`config.mk`:
```
export PLATFORM = sky130hd
export DESIGN_NAME = vend_machine_param
export DESIGN_NICKNAME = d
export VERILOG_FILES = /design/src/rtl/vend_pkg.sv /design/src/rtl/edge_detect.sv /design/src/rtl/vend_machine_param.sv
export SDC_FILE = /design/constraint.sdc
export NUM_CORES = 1
export LEC_CHECK = 0
export BUFFER_PORTS_ARGS = -buffer_cell sky130_fd_sc_hd__buf_2
export CORE_MARGIN = 2
export CORE_UTILIZATION = 40
export DETAILED_ROUTE_END_ITERATION = 16
export PLACE_DENSITY_LB_ADDON = 0.12
export RECOVER_POWER = 25
export SLEW_MARGIN = 10
export SYNTH_ARGS = -nofsm -noshare
export SYNTH_HDL_FRONTEND = slang
export SYNTH_SLANG_ARGS = --single-unit
```
`constraint.sdc`:
```
create_clock -name clk -period 3.9 [get_ports clk]
set_input_delay 0.39 -clock clk [delete_from_list [all_inputs] [get_ports clk]]
set_output_delay 0.39 -clock clk [all_outputs]
set_load 0.05 [all_outputs]
```
`src/rtl/vend_pkg.sv`:
```
// Shared types and constants for the parameterised vending machine:
// FSM state encoding, coin values, change denomination and audit counter width.
package vend_pkg;

  typedef enum logic [1:0] {
    ST_IDLE   = 2'd0,
    ST_VEND   = 2'd1,
    ST_CHANGE = 2'd2
  } vend_state_e;

  localparam int unsigned COIN_QUARTER = 25;
  localparam int unsigned COIN_DOLLAR  = 100;
  localparam int unsigned CHANGE_COIN  = 25;
  localparam int unsigned SALES_W      = 16;

endpackage

```
`src/rtl/edge_detect.sv`:
```
// Rising-edge detector: flags a 0->1 transition of sig_i against the value
// sampled on the previous clock. History is cleared by synchronous reset.
module edge_detect (
  input  logic clk,
  input  logic rst_n,
  input  logic sig_i,
  output logic rise_o
);

  logic prev_q;

  // NOTE: sequential state is written with <= so every flop samples pre-edge values.
  always_ff @(posedge clk) begin
    if (!rst_n) begin
      prev_q <= 1'b0;
    end else begin
      prev_q <= sig_i;
    end
  end

  assign rise_o = sig_i & ~prev_q;

endmodule

```
`src/rtl/vend_machine_param.sv`:
```
// Parameterised vending machine: coin credit, one-hot product vend, stock
// tracking with restock, and quarter-by-quarter change. Optional per-product
// sales audit counters are built only when VEND_AUDIT_EN is defined.
module vend_machine_param
  import vend_pkg::*;
#(
  parameter int unsigned                    N_PROD     = 4,
  parameter int unsigned                    STOCK_W    = 4,
  parameter int unsigned                    MONEY_W    = 12,
  parameter int unsigned                    MAX_CREDIT = 995,
  parameter logic [N_PROD*MONEY_W-1:0]      PRICES     = {12'd200, 12'd150, 12'd75, 12'd25}
) (
  input  logic                        clk,
  input  logic                        reset,
  input  logic                        quarter,
  input  logic                        dollar,
  input  logic [N_PROD-1:0]           select,
  input  logic                        buy,
  input  logic                        refund,
  input  logic [N_PROD-1:0]           load,
  output logic [MONEY_W-1:0]          money,
  output logic [N_PROD-1:0]           products,
  output logic [N_PROD-1:0]           out_of_stock,
  output logic                        refundLED,
  output logic                        coin_out,
  output logic                        coin_reject,
  output logic                        busy,
  output logic [N_PROD*SALES_W-1:0]   sales_count
);

  localparam logic [STOCK_W-1:0] STOCK_FULL  = '1;
  localparam logic [MONEY_W:0]   MAX_EXT     = (MONEY_W+1)'(MAX_CREDIT);
  localparam logic [MONEY_W:0]   QUARTER_EXT = (MONEY_W+1)'(COIN_QUARTER);
  localparam logic [MONEY_W:0]   DOLLAR_EXT  = (MONEY_W+1)'(COIN_DOLLAR);
  localparam logic [MONEY_W-1:0] CHANGE_AMT  = MONEY_W'(CHANGE_COIN);

  vend_state_e          state_q, state_d;
  logic [MONEY_W-1:0]   money_q, money_d;
  logic                 phase_q, phase_d;
  logic [STOCK_W-1:0]   stock_q [N_PROD];
  logic [STOCK_W-1:0]   stock_d [N_PROD];
  logic [N_PROD-1:0]    products_q, products_d;
  logic [N_PROD-1:0]    oos_q;
  logic                 coin_out_q, coin_out_d;
  logic                 coin_reject_q, coin_reject_d;
  logic                 refund_led_q;

  logic                 quarter_rise, dollar_rise, buy_rise, refund_rise;
  logic [MONEY_W-1:0]   price_a [N_PROD];
  logic [MONEY_W-1:0]   price_sel;
  logic                 stock_ok;
  logic                 sel_onehot;
  logic [MONEY_W:0]     quarter_sum, dollar_sum;

  edge_detect u_edge_quarter (.clk(clk), .rst_n(reset), .sig_i(quarter), .rise_o(quarter_rise));
  edge_detect u_edge_dollar  (.clk(clk), .rst_n(reset), .sig_i(dollar),  .rise_o(dollar_rise));
  edge_detect u_edge_buy     (.clk(clk), .rst_n(reset), .sig_i(buy),     .rise_o(buy_rise));
  edge_detect u_edge_refund  (.clk(clk), .rst_n(reset), .sig_i(refund),  .rise_o(refund_rise));

  for (genvar g = 0; g < N_PROD; g++) begin : g_price
    assign price_a[g] = PRICES[g*MONEY_W +: MONEY_W];
  end

  assign sel_onehot  = (select != '0) && ((select & (select - N_PROD'(1))) == '0);
  assign quarter_sum = {1'b0, money_q} + QUARTER_EXT;
  assign dollar_sum  = {1'b0, money_q} + DOLLAR_EXT;

  // NOTE: every always_comb output gets a default first so no path infers a latch.
  always_comb begin
    price_sel = '0;
    stock_ok  = 1'b0;
    for (int i = 0; i < N_PROD; i++) begin
      if (select[i]) begin
        price_sel = price_a[i];
        stock_ok  = (stock_q[i] != '0);
      end
    end
  end

  always_comb begin
    state_d       = state_q;
    money_d       = money_q;
    phase_d       = phase_q;
    stock_d       = stock_q;
    products_d    = '0;
    coin_out_d    = 1'b0;
    coin_reject_d = 1'b0;

    unique case (state_q)
      ST_IDLE: begin
        // Coins outrank refund, which outranks buy; a quarter outranks a dollar.
        if (quarter_rise) begin
          if (quarter_sum <= MAX_EXT) money_d = quarter_sum[MONEY_W-1:0];
          else                        coin_reject_d = 1'b1;
          if (dollar_rise) coin_reject_d = 1'b1;
        end else if (dollar_rise) begin
          if (dollar_sum <= MAX_EXT) money_d = dollar_sum[MONEY_W-1:0];
          else                       coin_reject_d = 1'b1;
        end else if (refund_rise) begin
          if (money_q >= CHANGE_AMT) begin
            state_d = ST_CHANGE;
            phase_d = 1'b0;
          end
        end else if (buy_rise && sel_onehot && stock_ok && (money_q >= price_sel)) begin
          products_d = select;
          money_d    = money_q - price_sel;
          state_d    = ST_VEND;
          for (int i = 0; i < N_PROD; i++) begin
            if (select[i]) stock_d[i] = stock_q[i] - STOCK_W'(1);
          end
        end
      end

      ST_VEND: begin
        if (quarter_rise || dollar_rise) coin_reject_d = 1'b1;
        state_d = ST_IDLE;
      end

      ST_CHANGE: begin
        if (quarter_rise || dollar_rise) coin_reject_d = 1'b1;
        if (!phase_q) begin
          // A residue below one change coin is paid as a final coin rather than wrapping.
          coin_out_d = 1'b1;
          money_d    = (money_q > CHANGE_AMT) ? (money_q - CHANGE_AMT) : '0;
          if (money_d == '0) state_d = ST_IDLE;
        end
        phase_d = ~phase_q;
      end

      default: state_d = ST_IDLE;
    endcase

    for (int i = 0; i < N_PROD; i++) begin
      if (load[i]) stock_d[i] = STOCK_FULL;
    end
  end

  // NOTE: the small stock array is reset to full like any other register; it is not a RAM.
  always_ff @(posedge clk) begin
    if (!reset) begin
      state_q       <= ST_IDLE;
      money_q       <= '0;
      phase_q       <= 1'b0;
      products_q    <= '0;
      oos_q         <= '0;
      coin_out_q    <= 1'b0;
      coin_reject_q <= 1'b0;
      refund_led_q  <= 1'b1;
      for (int i = 0; i < N_PROD; i++) stock_q[i] <= STOCK_FULL;
    end else begin
      state_q       <= state_d;
      money_q       <= money_d;
      phase_q       <= phase_d;
      products_q    <= products_d;
      coin_out_q    <= coin_out_d;
      coin_reject_q <= coin_reject_d;
      refund_led_q  <= (state_d == ST_CHANGE) || coin_out_d;
      stock_q       <= stock_d;
      for (int i = 0; i < N_PROD; i++) oos_q[i] <= (stock_q[i] == '0);
    end
  end

  assign money        = money_q;
  assign products     = products_q;
  assign out_of_stock = oos_q;
  assign refundLED    = refund_led_q;
  assign coin_out     = coin_out_q;
  assign coin_reject  = coin_reject_q;
  assign busy         = (state_q != ST_IDLE);

`ifdef VEND_AUDIT_EN
  for (genvar g = 0; g < N_PROD; g++) begin : g_audit
    logic [SALES_W-1:0] cnt_q;
    always_ff @(posedge clk) begin
      if (!reset) begin
        cnt_q <= '0;
      end else if (products_d[g] && (cnt_q != '1)) begin
        cnt_q <= cnt_q + SALES_W'(1);
      end
    end
    assign sales_count[g*SALES_W +: SALES_W] = cnt_q;
  end
`else
  assign sales_count = '0;
`endif

endmodule

```
* After elaboration in Yosys (flattened, before gate mapping)
Cells that the tools add are included.
Storage, ports and cells: register bits 46, latch bits 0, memory bits (writable) 0, memory bits (read-only) 0, bits of input ports 14, output and inout bits 88, logic and storage cells 129, memories kept 0
Operators by class: add/sub/neg operators 9, multipliers 0, div/mod/pow operators 0, magnitude comparators 5, equal/unequal tests 12, shift-type cells 0, multiplexer cells 39, bitwise logic cells 16, reduce and logical (&&, ||, !) cells 32
Operators with widths (number):
- $mux 12 | 11
- $reduce_and 6->1 | 5
- $le 13x10->1 const B | 2
- $pmux 12 s2 | 1
- $logic_not 4->1 | 5
- $reduce_bool 4->1 | 5
- $sub 4x1->4 const B | 5
- $mux 1 | 16
- $mux 2 | 7
- $add 12x5->13 const B | 1
- $add 12x7->13 const B | 1
- $ge 12x12->1 | 1
- $ge 12x5->1 const B | 1
- $gt 12x5->1 const B | 1
- $logic_not 12->1 | 1
- $ne 4x4->1 const B | 3
- $sub 12x12->12 | 1
- $sub 12x5->12 const B | 1
- $not 1->1 | 11
- $ne 2x2->1 const B | 5
- $reduce_or 2->1 | 5
- $reduce_or 6->1 | 1
- $mux 5 | 1
- $reduce_and 5->1 | 1
- 11 further kinds | 21

* Depth between registers and ports, before layout
depth after elaboration 14, gate-level depth with buffers 15, mapped depth without buffers 13

* By module
Synthesis repeated with hierarchy kept, for this count alone.
Unflattened totals: cell total of the unflattened synthesis 555, area total of the unflattened synthesis 4280.4 um2
By module, submodules not included:
- vend_machine_param | times used 1, cells an instance 543, area an instance 4120.2 um2, seq. area each 840.8 um2
- edge_detect | times used 4, cells an instance 3, area an instance 40.0 um2, seq. area each 20.0 um2

* Worst setup path before layout
Ideal clock, no wire load.
path type flip-flop to flip-flop, from register money_q[3], in the netlist money[3], to register money_q[10], in the netlist money[10], library setup time 0.115 ns, arrival time 3.268 ns, data required time 3.785 ns, path slack 0.518 ns, cell stages (with the launch flop) 14, buffers on the path 3, clock period less this slack 3.382 ns, cells stage by stage dfxtp_1 -> buf_2 -> buf_1 -> inv_1 -> ha_1 -> a211o_2 -> nand4_4 -> nor3_1 -> or4_1 -> a21oi_2 -> o311ai_2 -> buf_6 -> o21a_1 -> o21a_1
On the way: word-level cells in the longest chain between the ends 6, elaborated cells on any way between the ends 22, classes of those cells add/sub (4); order compare (4); eq/ne (3); mux (9); reduce/logical (2)
RTL lines:
- start: declaration | line vend_machine_param.sv:38 | logic [MONEY_W-1:0] money_q, money_d;
- start signal: assignment | line vend_machine_param.sv:152 | money_q <= money_d;
- branches (longest 6 deep; another with $add 12x7->13)
Several ways; the timed one is not identified. The select of a mux whose other input is x is not followed. A chain may end at the register's enable or synchronous reset.

* Worst setup path in the final report
from register money_q[2], in the netlist money[2], to register money_q[0], in the netlist money[0]
On the way: word-level cells in the longest chain between the ends 4, elaborated cells on any way between the ends 14, classes of those cells add/sub (2); order compare (4); eq/ne (3); mux (3); reduce/logical (2)
RTL lines:
- $add 12x7->13, or another cell as far along | line vend_machine_param.sv:66 | assign dollar_sum = {1'b0, money_q} + DOLLAR_EXT;
- $le 13x10->1, or another cell as far along | line vend_machine_param.sv:97 | if (dollar_sum <= MAX_EXT) money_d = dollar_sum[MONEY_W-1:0];
- $ne 4x4->1 (no line), or another cell as far along
- $reduce_and 6->1 (no line) / $pmux 12 s2 (equally long branches)
Parallel ways exist; a longest one is shown, timed or not. The select of a mux whose other input is x is not followed.

==> flow_summary.ini <==
[synthesis]
ys_ff_latch = 46
async_flop_share_pct = 0
postSynthCellCount = 584
synth_largest_area_cell = dfxtp_1
synth_warnings = 0
synth-edff-count = 0
synthDistinctLibCells = 69
yosysSeqAreaShare_pct = 21.5
synth_top_cell_area_share_pct = 21.5
ys.flop_type = dfxtp_1
syn_area_per_cell_sq_um = 7.35
syn_area_sq_mm = 0.00429
synthTopCellsByArea = dfxtp_1 (21%), buf_4 (11%), ha_1 (6.4%)

[timing]
maxSlewViolCount = 42
hold_viol_final = 0
relSlewSlack_pct = -9.54
finalSetupTns_ns = 0
holdWs_ns = 0.295
fin_worst_skew_ns = 0.0129
fin_crit_ns = 3.26
clock.fmax_ghz = 0.307
max_slew.worst_pin.slew_ns = 1.64
post-route-period-util_pct = 83.6
timing.final.ws_setup_ns = 0.638
finalSetupViolations = 0
rsz0062_at_grt = no

[grt]
grt_pass1_vias = 3580
grt_max_degree = 42
grt_antenna_before_repair = 0
grt_pass1_wl_mm = 19.0
grt_usage_pct = 20.5
grt_overflow = 0

[layout]
final_common_cell = conb_1
fillers = 1132
antenna_cells = 0
area.growth.synth_to_final_pct = 3.26
drive_gt1_share_pct = 10.8
layout.nets = 641
final_cell_mix = conb_1 (64), nand2_1 (63), dfxtp_1 (46), nor2_1 (40), o21ai_0 (33)
postLayoutCoreUtil_pct = 42.7

[place]
pre_cts_slack_ns = 0.522
place_congestion = 0.881
io_buffers = 37
hpwl_mm = 8.69

[routing]
dr.pass1.iters = 5
vias_per_cell = 5.50
routedWlPerCell_microns = 15.8
drt-initial-drc-count = 327
antenna_left = 0
vias = 4068
drc = 0
routed_wl_mm = 11.7

[critical_path]
required_ns = 4.13
crit_fanout = 21
start_kind = register
critical_path.endpoint_type = register
arrival_ns = 3.49
critical_path_class = register to register

[clock_network]
cts_tree = yes
clkSinkCount = 46
htreeDepth = 2
cts-root-buf = clkbuf_8
clk_path_buf_depth = 2
clk_latency_ns = 0.31
cts-resized-gates = 0
clk_pin_slew_ns = 0.09
cts_setup_buffers = 0
cts_hold_buf = 0
cts_buffers = 5

[die]
io_pins = 102
die-area_sq_mm = 0.0116
die_width_microns = 108
die_h_microns = 108
coreArea_sq_mm = 0.0104
start_util_pct = 41.4
rows = 37

[outcome]
status = finished with violations
violations = max-capacitance violations, max-slew violations

[pwr]
leakage_nw = 1.92
irDropWorstVdd_v = 0.000225
power_density_mw_per_mm2 = 691

[run]
drv_cap = 1

[hold_path]
min_path_type = primary input to register
layer usage:
metal,vias up,track usage (%),routed length [microns]
met1,1909,29.3,5300
met4,0,5.40,223
met3,22,2.91,761
met5,-,0,0
met2,160,32.4,5400
li1,1977,-,-
registers in the layout, indices dropped and copies added (netlist names):
register               count
u_edge_refund.prev_q       1
phase_q                    1
stock_q                   16
u_edge_buy.prev_q          1
u_edge_quarter.prev_q      1
state_q                    2
products                   4
coin_reject                1
coin_out                   1
refundLED                  1
out_of_stock               4
money                     12
u_edge_dollar.prev_q       1
stage by stage:
stage	power (mW)	instances	area, sq um
final	3.06	740	4430
after global routing	3.30	740	4430
after CTS	3.05	740	4450
after detailed placement	2.73	733	4360
after global placement	2.74	733	4360
after floorplan	2.31	647	4530
worst max-delay path, stage by stage, from the launching register on:
cell	delay, ns
dfxtp_1	0.79
ha_1	0.32
a211o_2	0.24
nand4_4	0.14
o21a_1	0.22
or4_1	0.51
a21oi_2	0.24
o311ai_2	0.11
buf_4	0.23
a21oi_2	0.18
mux2i_1	0.20
cell type report:
| type | instances | area, sq um | share of cell area [%] |
|---|---|---|---|
| clock buffers | 5 | 68.8 | 1.55 |
| multi-input cells | 472 | 2870 | 64.7 |
| well taps | 136 | 170 | 3.84 |
| clock inverters | 2 | 15.0 | 0.339 |
| inverters | 26 | 97.6 | 2.20 |
| flip-flops and latches | 46 | 921 | 20.8 |
| repair buffers | 53 | 293 | 6.60 |
where the power goes:
group          total (mW)  internal, mW  switching (mW)
logic                2.01         0.678            1.33
registers           0.747         0.534           0.213
clock network       0.303         0.123           0.180
total                3.06          1.34            1.73
cell families after synthesis:
logic type | Yosys count | synth area share (%)
AOI/OAI and AO/OA | 159 | 25.7
xor gates and xnor gates | 16 | 3.26
adders and majority gates | 23 | 6.88
buffers and inverters | 129 | 17.3
DFF | 46 | 21.5
muxes | 6 | 1.46
other | 1 | 0.0874
and+or+nand+nor | 204 | 23.9
worst paths after layout:
check / start / to / slack (ns) / cells after the start
setup / recovery: money[2] / money[0] / 0.64 / 10
hold / removal: refund / u_edge_refund.prev_q / 0.30 / 2
setup reg to reg: money[2] / money[0] / 0.64 / 10
hold reg to reg: stock_q[9] / stock_q[9] / 0.53 / 2
cell usage after synthesis (all sizes together), types with 18 or more instances:
cell / number
buf: 77
and2: 18
nand2: 63
clkbuf: 26
inv: 26
dfxtp: 46
o21ai: 34
nor2: 40
nor3: 18
ha: 22
a21oi: 34
No activity file was read; power rests on OpenSTA's default activity.
